[src/rtl/ms_ram_arb_pkg.sv]
// ms_ram_arb_pkg
//   Shared definitions for the data-RAM arbiter:
//   - bus field widths of the 64-bit data-RAM port (word address [31:3],
//     64-bit data, 8 byte lanes)
//   - TRrPick / RrPick: round-robin pick (rotate, find-first, un-rotate) for
//     up to CMaxMst requesters. Other arbiters can reuse it.
package ms_ram_arb_pkg;

  localparam int CAddrW   = 29;  // word address [31:3]
  localparam int CDataW   = 64;
  localparam int CBeW     = 8;   // one enable bit per byte lane
  localparam int CMaxMst  = 8;   // widest requester vector RrPick handles
  localparam int CMaxPtrW = 3;   // $clog2(CMaxMst)

  typedef struct packed {
    logic                found;
    logic [CMaxPtrW-1:0] idx;
  } TRrPick;

  // Returns the first requester at or after rrPtr, wrapping at mstCnt.
  // rrPtr must be below mstCnt. With no request: found=0, idx=0.
  function automatic TRrPick RrPick(input logic [CMaxMst-1:0]  req,
                                    input logic [CMaxPtrW-1:0] rrPtr,
                                    input int                  mstCnt);
    TRrPick                pick;
    logic   [CMaxMst-1:0]  rot;
    int                    src;
    pick = '0;
    rot  = '0;
    // Rotate so that the requester at rrPtr sits at bit 0.
    for (int k = 0; k < CMaxMst; k++) begin
      if (k < mstCnt) begin
        src = int'(rrPtr) + k;
        if (src >= mstCnt) src = src - mstCnt;
        rot[k] = req[src];
      end
    end
    // Find the first set bit. The loop runs downward, so the lowest set bit
    // is the one that survives. Then map it back to a master index.
    for (int k = CMaxMst - 1; k >= 0; k--) begin
      if (rot[k]) begin
        src = int'(rrPtr) + k;
        if (src >= mstCnt) src = src - mstCnt;
        pick.found = 1'b1;
        pick.idx   = CMaxPtrW'(src);
      end
    end
    return pick;
  endfunction

endpackage

[src/rtl/ms_ram_arb_if.sv]
// ms_ram_arb_if
//   Bus bundle between the CMstCnt masters, the arbiter and the data RAM.
//   Per-master fields are flattened: master i occupies slice [i*W +: W].
//   modport slave  : arbiter view (master requests in, RAM port out)
//   modport master : environment view (masters + RAM macro)
//   Signals:
//     AMstAddr/AMstMosi/AMstWrEn/AMstRdEn  per-master request
//     AMstMiso/AMstRdVld/AMstBusy          per-master response
//     ARamAddr/ARamMosi/ARamWrEn/ARamRdEn  shared RAM request
//     ARamMiso                             RAM read data (1-cycle latency)
interface ms_ram_arb_if
  import ms_ram_arb_pkg::*;
#(
  parameter int CMstCnt = 3
);

  logic [CMstCnt*CAddrW-1:0] AMstAddr;
  logic [CMstCnt*CDataW-1:0] AMstMosi;
  logic [CMstCnt*CBeW-1:0]   AMstWrEn;
  logic [CMstCnt*CBeW-1:0]   AMstRdEn;
  logic [CMstCnt*CDataW-1:0] AMstMiso;
  logic [CMstCnt-1:0]        AMstRdVld;
  logic [CMstCnt-1:0]        AMstBusy;

  logic [CAddrW-1:0]         ARamAddr;
  logic [CDataW-1:0]         ARamMosi;
  logic [CBeW-1:0]           ARamWrEn;
  logic [CBeW-1:0]           ARamRdEn;
  logic [CDataW-1:0]         ARamMiso;

  modport slave (
    input  AMstAddr, AMstMosi, AMstWrEn, AMstRdEn, ARamMiso,
    output AMstMiso, AMstRdVld, AMstBusy,
    output ARamAddr, ARamMosi, ARamWrEn, ARamRdEn
  );

  modport master (
    output AMstAddr, AMstMosi, AMstWrEn, AMstRdEn, ARamMiso,
    input  AMstMiso, AMstRdVld, AMstBusy,
    input  ARamAddr, ARamMosi, ARamWrEn, ARamRdEn
  );

endinterface

[src/rtl/ms_rr_pick.sv]
// ms_rr_pick
//   Combinational round-robin priority encoder.
//   AReq    in  CMstCnt  request vector
//   APtr    in  CPtrW    highest-priority index (must be < CMstCnt)
//   AWinner out CPtrW    granted index (0 when AFound=0)
//   AFound  out 1        at least one request present
module ms_rr_pick
  import ms_ram_arb_pkg::*;
#(
  parameter int CMstCnt = 3,
  parameter int CPtrW   = 3
) (
  input  logic [CMstCnt-1:0] AReq,
  input  logic [CPtrW-1:0]   APtr,
  output logic [CPtrW-1:0]   AWinner,
  output logic               AFound
);

  TRrPick pick;

  always_comb begin
    pick    = RrPick(CMaxMst'(AReq), CMaxPtrW'(APtr), CMstCnt);
    AFound  = pick.found;
    AWinner = CPtrW'(pick.idx);
  end

endmodule

[src/rtl/ms_ram_arb.sv]
// ms_ram_arb
//   Round-robin arbiter that shares one 64-bit data-RAM port between
//   CMstCnt masters (cores, debug loader, DMA).
//   AClkH    in  system clock
//   AResetHN in  asynchronous active-low reset
//   AClkHEn  in  clock enable; state advances only when 1
//   ABus     slave modport of ms_ram_arb_if (master requests/responses and
//            the shared RAM port)
//   Each enabled cycle, one requester is granted and drives the RAM port in
//   the same cycle. The other requesters see AMstBusy and must hold their
//   request. Read data returns one enabled cycle later and goes only to the
//   master that issued the read.
module ms_ram_arb
  import ms_ram_arb_pkg::*;
#(
  parameter int CMstCnt = 3,
  parameter int CPtrW   = 3
) (
  input  logic         AClkH,
  input  logic         AResetHN,
  input  logic         AClkHEn,
  ms_ram_arb_if.slave  ABus
);

  logic [CMstCnt-1:0] req;
  logic [CPtrW-1:0]   winner;
  logic               found;
  logic               grant;
  logic [CPtrW-1:0]   nextPtr;

  logic [CAddrW-1:0]  selAddr;
  logic [CDataW-1:0]  selMosi;
  logic [CBeW-1:0]    selWrEn;
  logic [CBeW-1:0]    selRdEn;

  logic [CPtrW-1:0]   rrPtr;
  logic [CPtrW-1:0]   rdOwn;
  logic               rdPend;
  logic [CMstCnt-1:0] rdVld;

  // A master requests when any byte lane is enabled for read or write.
  // NOTE: every signal written in an always_comb gets a default before the
  // loop/branches; a path that leaves a signal unassigned infers a latch.
  always_comb begin
    req = '0;
    for (int i = 0; i < CMstCnt; i++) begin
      req[i] = (|ABus.AMstWrEn[i*CBeW +: CBeW]) | (|ABus.AMstRdEn[i*CBeW +: CBeW]);
    end
  end

  ms_rr_pick #(
    .CMstCnt (CMstCnt),
    .CPtrW   (CPtrW)
  ) uPick (
    .AReq    (req),
    .APtr    (rrPtr),
    .AWinner (winner),
    .AFound  (found)
  );

  // Winner's fields, selected by a decoded compare so that no index ever
  // points past the last master.
  always_comb begin
    selAddr = '0;
    selMosi = '0;
    selWrEn = '0;
    selRdEn = '0;
    for (int i = 0; i < CMstCnt; i++) begin
      if (winner == CPtrW'(i)) begin
        selAddr = ABus.AMstAddr[i*CAddrW +: CAddrW];
        selMosi = ABus.AMstMosi[i*CDataW +: CDataW];
        selWrEn = ABus.AMstWrEn[i*CBeW +: CBeW];
        selRdEn = ABus.AMstRdEn[i*CBeW +: CBeW];
      end
    end
  end

  // A grant only reaches the RAM when the clock is enabled and reset is
  // released. Otherwise every requester is stalled.
  assign grant = found & AClkHEn & AResetHN;

  always_comb begin
    ABus.ARamAddr = grant ? selAddr : '0;
    ABus.ARamMosi = grant ? selMosi : '0;
    ABus.ARamWrEn = grant ? selWrEn : '0;
    ABus.ARamRdEn = grant ? selRdEn : '0;
    ABus.AMstBusy = '0;
    for (int i = 0; i < CMstCnt; i++) begin
      ABus.AMstBusy[i] = req[i] & ~(grant & (winner == CPtrW'(i)));
    end
  end

  assign nextPtr = (winner == CPtrW'(CMstCnt - 1)) ? '0 : winner + CPtrW'(1);

  // NOTE: sequential state uses non-blocking assignments only, so every
  // register samples pre-edge values regardless of statement order.
  always_ff @(posedge AClkH or negedge AResetHN) begin
    if (!AResetHN) begin
      rrPtr  <= '0;
      rdOwn  <= '0;
      rdPend <= 1'b0;
    end else if (AClkHEn) begin
      if (found) rrPtr <= nextPtr;
      rdPend <= found & (|selRdEn);
      rdOwn  <= winner;
    end
  end

  // Read return: RAM data goes to the owner of the previous read grant. All
  // other masters see zero.
  always_comb begin
    rdVld         = '0;
    ABus.AMstMiso = '0;
    for (int i = 0; i < CMstCnt; i++) begin
      rdVld[i] = rdPend & (rdOwn == CPtrW'(i));
      ABus.AMstMiso[i*CDataW +: CDataW] = rdVld[i] ? ABus.ARamMiso : '0;
    end
    ABus.AMstRdVld = rdVld;
  end

endmodule

[src/flat_wrapper.sv]
// flat-port wrapper written by rule: the top's interface ports become plain ports
module ms_ram_arb_flat import ms_ram_arb_pkg::*;
#(
  parameter int CMstCnt = 3,
  parameter int CPtrW   = 3
)
  (AClkH, AResetHN, AClkHEn, ABus_AMstAddr, ABus_AMstMosi, ABus_AMstWrEn, ABus_AMstRdEn, ABus_ARamMiso, ABus_AMstMiso, ABus_AMstRdVld, ABus_AMstBusy, ABus_ARamAddr, ABus_ARamMosi, ABus_ARamWrEn, ABus_ARamRdEn);
  ms_ram_arb_if #(.CMstCnt(CMstCnt)) ABus_i ();
  input  logic AClkH;
  input  logic AResetHN;
  input  logic AClkHEn;
  input wire logic [$bits(ABus_i.AMstAddr)-1:0] ABus_AMstAddr;
  input wire logic [$bits(ABus_i.AMstMosi)-1:0] ABus_AMstMosi;
  input wire logic [$bits(ABus_i.AMstWrEn)-1:0] ABus_AMstWrEn;
  input wire logic [$bits(ABus_i.AMstRdEn)-1:0] ABus_AMstRdEn;
  input wire logic [$bits(ABus_i.ARamMiso)-1:0] ABus_ARamMiso;
  output wire logic [$bits(ABus_i.AMstMiso)-1:0] ABus_AMstMiso;
  output wire logic [$bits(ABus_i.AMstRdVld)-1:0] ABus_AMstRdVld;
  output wire logic [$bits(ABus_i.AMstBusy)-1:0] ABus_AMstBusy;
  output wire logic [$bits(ABus_i.ARamAddr)-1:0] ABus_ARamAddr;
  output wire logic [$bits(ABus_i.ARamMosi)-1:0] ABus_ARamMosi;
  output wire logic [$bits(ABus_i.ARamWrEn)-1:0] ABus_ARamWrEn;
  output wire logic [$bits(ABus_i.ARamRdEn)-1:0] ABus_ARamRdEn;
  assign ABus_i.AMstAddr = ABus_AMstAddr;
  assign ABus_i.AMstMosi = ABus_AMstMosi;
  assign ABus_i.AMstWrEn = ABus_AMstWrEn;
  assign ABus_i.AMstRdEn = ABus_AMstRdEn;
  assign ABus_i.ARamMiso = ABus_ARamMiso;
  assign ABus_AMstMiso = ABus_i.AMstMiso;
  assign ABus_AMstRdVld = ABus_i.AMstRdVld;
  assign ABus_AMstBusy = ABus_i.AMstBusy;
  assign ABus_ARamAddr = ABus_i.ARamAddr;
  assign ABus_ARamMosi = ABus_i.ARamMosi;
  assign ABus_ARamWrEn = ABus_i.ARamWrEn;
  assign ABus_ARamRdEn = ABus_i.ARamRdEn;
  ms_ram_arb #(.CMstCnt(CMstCnt), .CPtrW(CPtrW)) u_core (.AClkH(AClkH), .AResetHN(AResetHN), .AClkHEn(AClkHEn), .ABus(ABus_i));
endmodule
[config.mk]
export PLATFORM = sky130hd
export DESIGN_NAME = ms_ram_arb_flat
export DESIGN_NICKNAME = d
export VERILOG_FILES = /design/src/rtl/ms_ram_arb_pkg.sv /design/src/rtl/ms_ram_arb_if.sv /design/src/rtl/ms_rr_pick.sv /design/src/rtl/ms_ram_arb.sv /design/src/flat_wrapper.sv
export SDC_FILE = /design/constraint.sdc
export NUM_CORES = 1
export LEC_CHECK = 0
export ABC_AREA = 1
export CAP_MARGIN = 25
export CORE_AREA = 4 4 269 271
export DETAILED_ROUTE_END_ITERATION = 8
export DIE_AREA = 0 0 273 275
export PLACE_DENSITY = 0.3
export SLEW_MARGIN = 10
export SYNTH_ARGS = -nofsm -noshare
export SYNTH_HDL_FRONTEND = slang
export SYNTH_SLANG_ARGS = --single-unit
[constraint.sdc]
create_clock -name AClkH -period 3.31 [get_ports AClkH]
set_input_delay 0.993 -clock AClkH [delete_from_list [all_inputs] [get_ports AClkH]]
set_output_delay 0.993 -clock AClkH [all_outputs]
set_load 0.05 [all_outputs]
==> results.toml <==
[outcome]
status = "finished with violations"
failed_checks = "setup timing"

[clock_network]
clockRootBuffer = "clkbuf_16"
cts_buffers = 3
clkTransAtPathRegs_ns = 0.04
cts.sinks = 7
htreeDepth = 1
clk_latency_ns = 0.23
cts_tree = "yes"
cts_buffer_depth = 2
holdBufCountCts = 0

[setup_path]
cp.arrival_ns = 3.08
path_class = "in -> out"
cp_max_fo = 7
cp.required_ns = 2.32
startpoint_type = "input port"
worstSetupEndpointType = "primary output"

[floorplan]
dieWidth_um = 273
core_area_sq_um = 69790
die_area_sq_um = 75080
pin_count = 701
die_h_um = 275
core.rowCount = 97
initial_core_util_pct = 6.080

[logic_synthesis]
ys_warn_count = 0
syn_area_per_cell_sq_um = 4.778
ys_seq_area_share_pct = 4.129
synthesis.area_sq_um = 4243
synth_seq_cells = 7
synth_cell_type_count = 30
syn_nets = 1289
synthCells = 888

[final_layout]
synthToLayoutAreaGrowth_pct = 362.8
utilization_pct = 28.14
design_area_sq_um = 19640
mostFrequentLayoutCells = "348 x clkdlybuf4s50_1, 334 x buf_12, 197 x nor2_1"
final_common_cell = "clkdlybuf4s50_1"
fin_nets = 2095
drive_gt1_share_pct = 52.33
n_fill_cell = 7321

[hold_path]
hold_class = "reg -> reg"

[route]
routedWlPerCell_um = 21.99
viasPerCell = 3.395
drtAntennaViolNets = 0
drt_wl_total_um = 58040
firstDrtPassIters = 4
drt_iter0_drc = 261
vias = 8962
drc = 0

[global_route]
grt.total_usage_pct = 14.19
grt_max_degree = 65
grt_overflow = 0
grt_antenna_before_repair = 15
grt_pass1_wl_um = 76670
grt_pass1_vias = 9443

[job]
maxCapViolations = 0

[timing]
finalCritPeriodShare_pct = 123.2
relSlewSlack_pct = 42.18
rsz0062_at_grt = "yes"
setup_violations = 112
finalCriticalPeriod_ns = 4.078
tightest_slew_ns = 0.8673
hold_violations = 0
final_max_slew_viol_count = 0
finClkSkew_ns = 0.0006570
fmax_ghz = 0.2452
finalWorstSetupSlack_ns = -0.7677

[placement]
place.gp.congestion = 0.8444
hpwl_um = 49250
numPortBuffers = 700
placed_area_sq_um = 18340
==> layer usage <==
layer | wire length [um] | GRT usage, % | vias up
li1 | - | - | 4452
met1 | 21980 | 15.81 | 4132
met2 | 30730 | 26.94 | 317
met3 | 4202 | 4.195 | 47
met4 | 1039 | 2.423 | 14
met5 | 92 | 0 | -
==> per-stage QoR <==
step / hold WS (ns) / instances / setup slack [ns] / TNS [ns]
6_report: 0.4715 / 2640 / -0.7677 / -78.69
5_1_grt: 0.5175 / 2635 / -0.9097 / -94.76
4_1_cts: 0.4744 / 2622 / -0.7771 / -79.98
3_5_place_dp: 0.4664 / 2586 / -1.407 / -141.62
3_3_place_gp: 0.4674 / 2586 / -1.405 / -145.53
2_1_floorplan: 0.4454 / 888 / -0.4310 / -119.30
==> final cells by class <==
type | instances | area [sq um] | area share, %
timing repair buffer | 862 | 11860 | 60.42
multi-input combinational | 710 | 5861 | 29.85
tap | 940 | 1176 | 5.990
inverter | 109 | 456.7 | 2.326
sequential | 7 | 176.4 | 0.8985
clock buffer | 4 | 78.83 | 0.4015
antenna | 7 | 17.52 | 0.08921
timing repair inverter | 1 | 6.256 | 0.03186
==> worst paths after layout <==
path	startpoint	endpoint	slack, ns	cells after the start
setup / recovery	ABus_AMstRdEn[5]	ABus_ARamMosi[30]	-0.77	18
hold / removal	u_core.rdOwn[2]	u_core.rdOwn[2]	0.47	2
setup reg to reg	u_core.rrPtr[0]	u_core.rdPend	0.15	27
hold reg to reg	u_core.rdOwn[2]	u_core.rdOwn[2]	0.47	2
max in group asynchronous	AResetHN	u_core.rrPtr[0]	1.96	3
min in group asynchronous	AResetHN	u_core.rdPend	1.22	3
==> registers in the layout, summed over array words and instances, names as in the netlist <==
signal / flops
u_core.rdOwn: 3
u_core.rdPend: 1
u_core.rrPtr: 3
==> logic make-up after synthesis <==
logic type	Yosys count	synth area share, %
AND/OR/NAND/NOR	521	49.19
AO/OA/AOI/OAI	180	26.16
buffers and inverters	171	18.05
adder cells (fa/ha/maj)	7	2.064
flip-flops	7	4.129
XOR/XNOR	2	0.4129
==> worst max-delay path, stage by stage <==
cell      delay (ns)
buf_6           0.10
nor2_4          0.15
nand2_2         0.09
nor2_4          0.12
buf_4           0.13
nand3_1         0.10
nand4_1         0.12
nand2_2         0.07
clkinv_2        0.04
nand2_2         0.05
nand2_4         0.09
nor2_4          0.04
buf_12          0.13
buf_12          0.15
buf_12          0.14
a22oi_2         0.27
a21oi_4         0.10
buf_12          0.15
==> what timing repair did <==
item                                    in CTS  in global routing
setup buffers                               30                  6
endpoints found under the setup margin     113                113
cloned                                       7                  8
pin swaps                                  119                 80
resized for setup                          363                 54
==> cells in the mapped netlist, drive strengths merged <==
cell type	count	area, sq um
o21ai	18	93.84
o22ai	12	75.07
a22oi	60	450.4
nor3	9	75.07
a31oi	29	181.4
a21oi	61	309.1
ha	7	87.58
inv	108	405.4
buf	33	247.7
nand2	240	925.9
nor2	256	980.9
clkbuf	29	108.9
dfrtp	7	175.2
nand3	12	80.08
xor2	2	17.52
nand4	4	25.02
clkinv	1	3.750
Power is left out: the tool's default activity adds up to more than one toggle a clock period on the data nets, which glitch-free logic cannot reach.
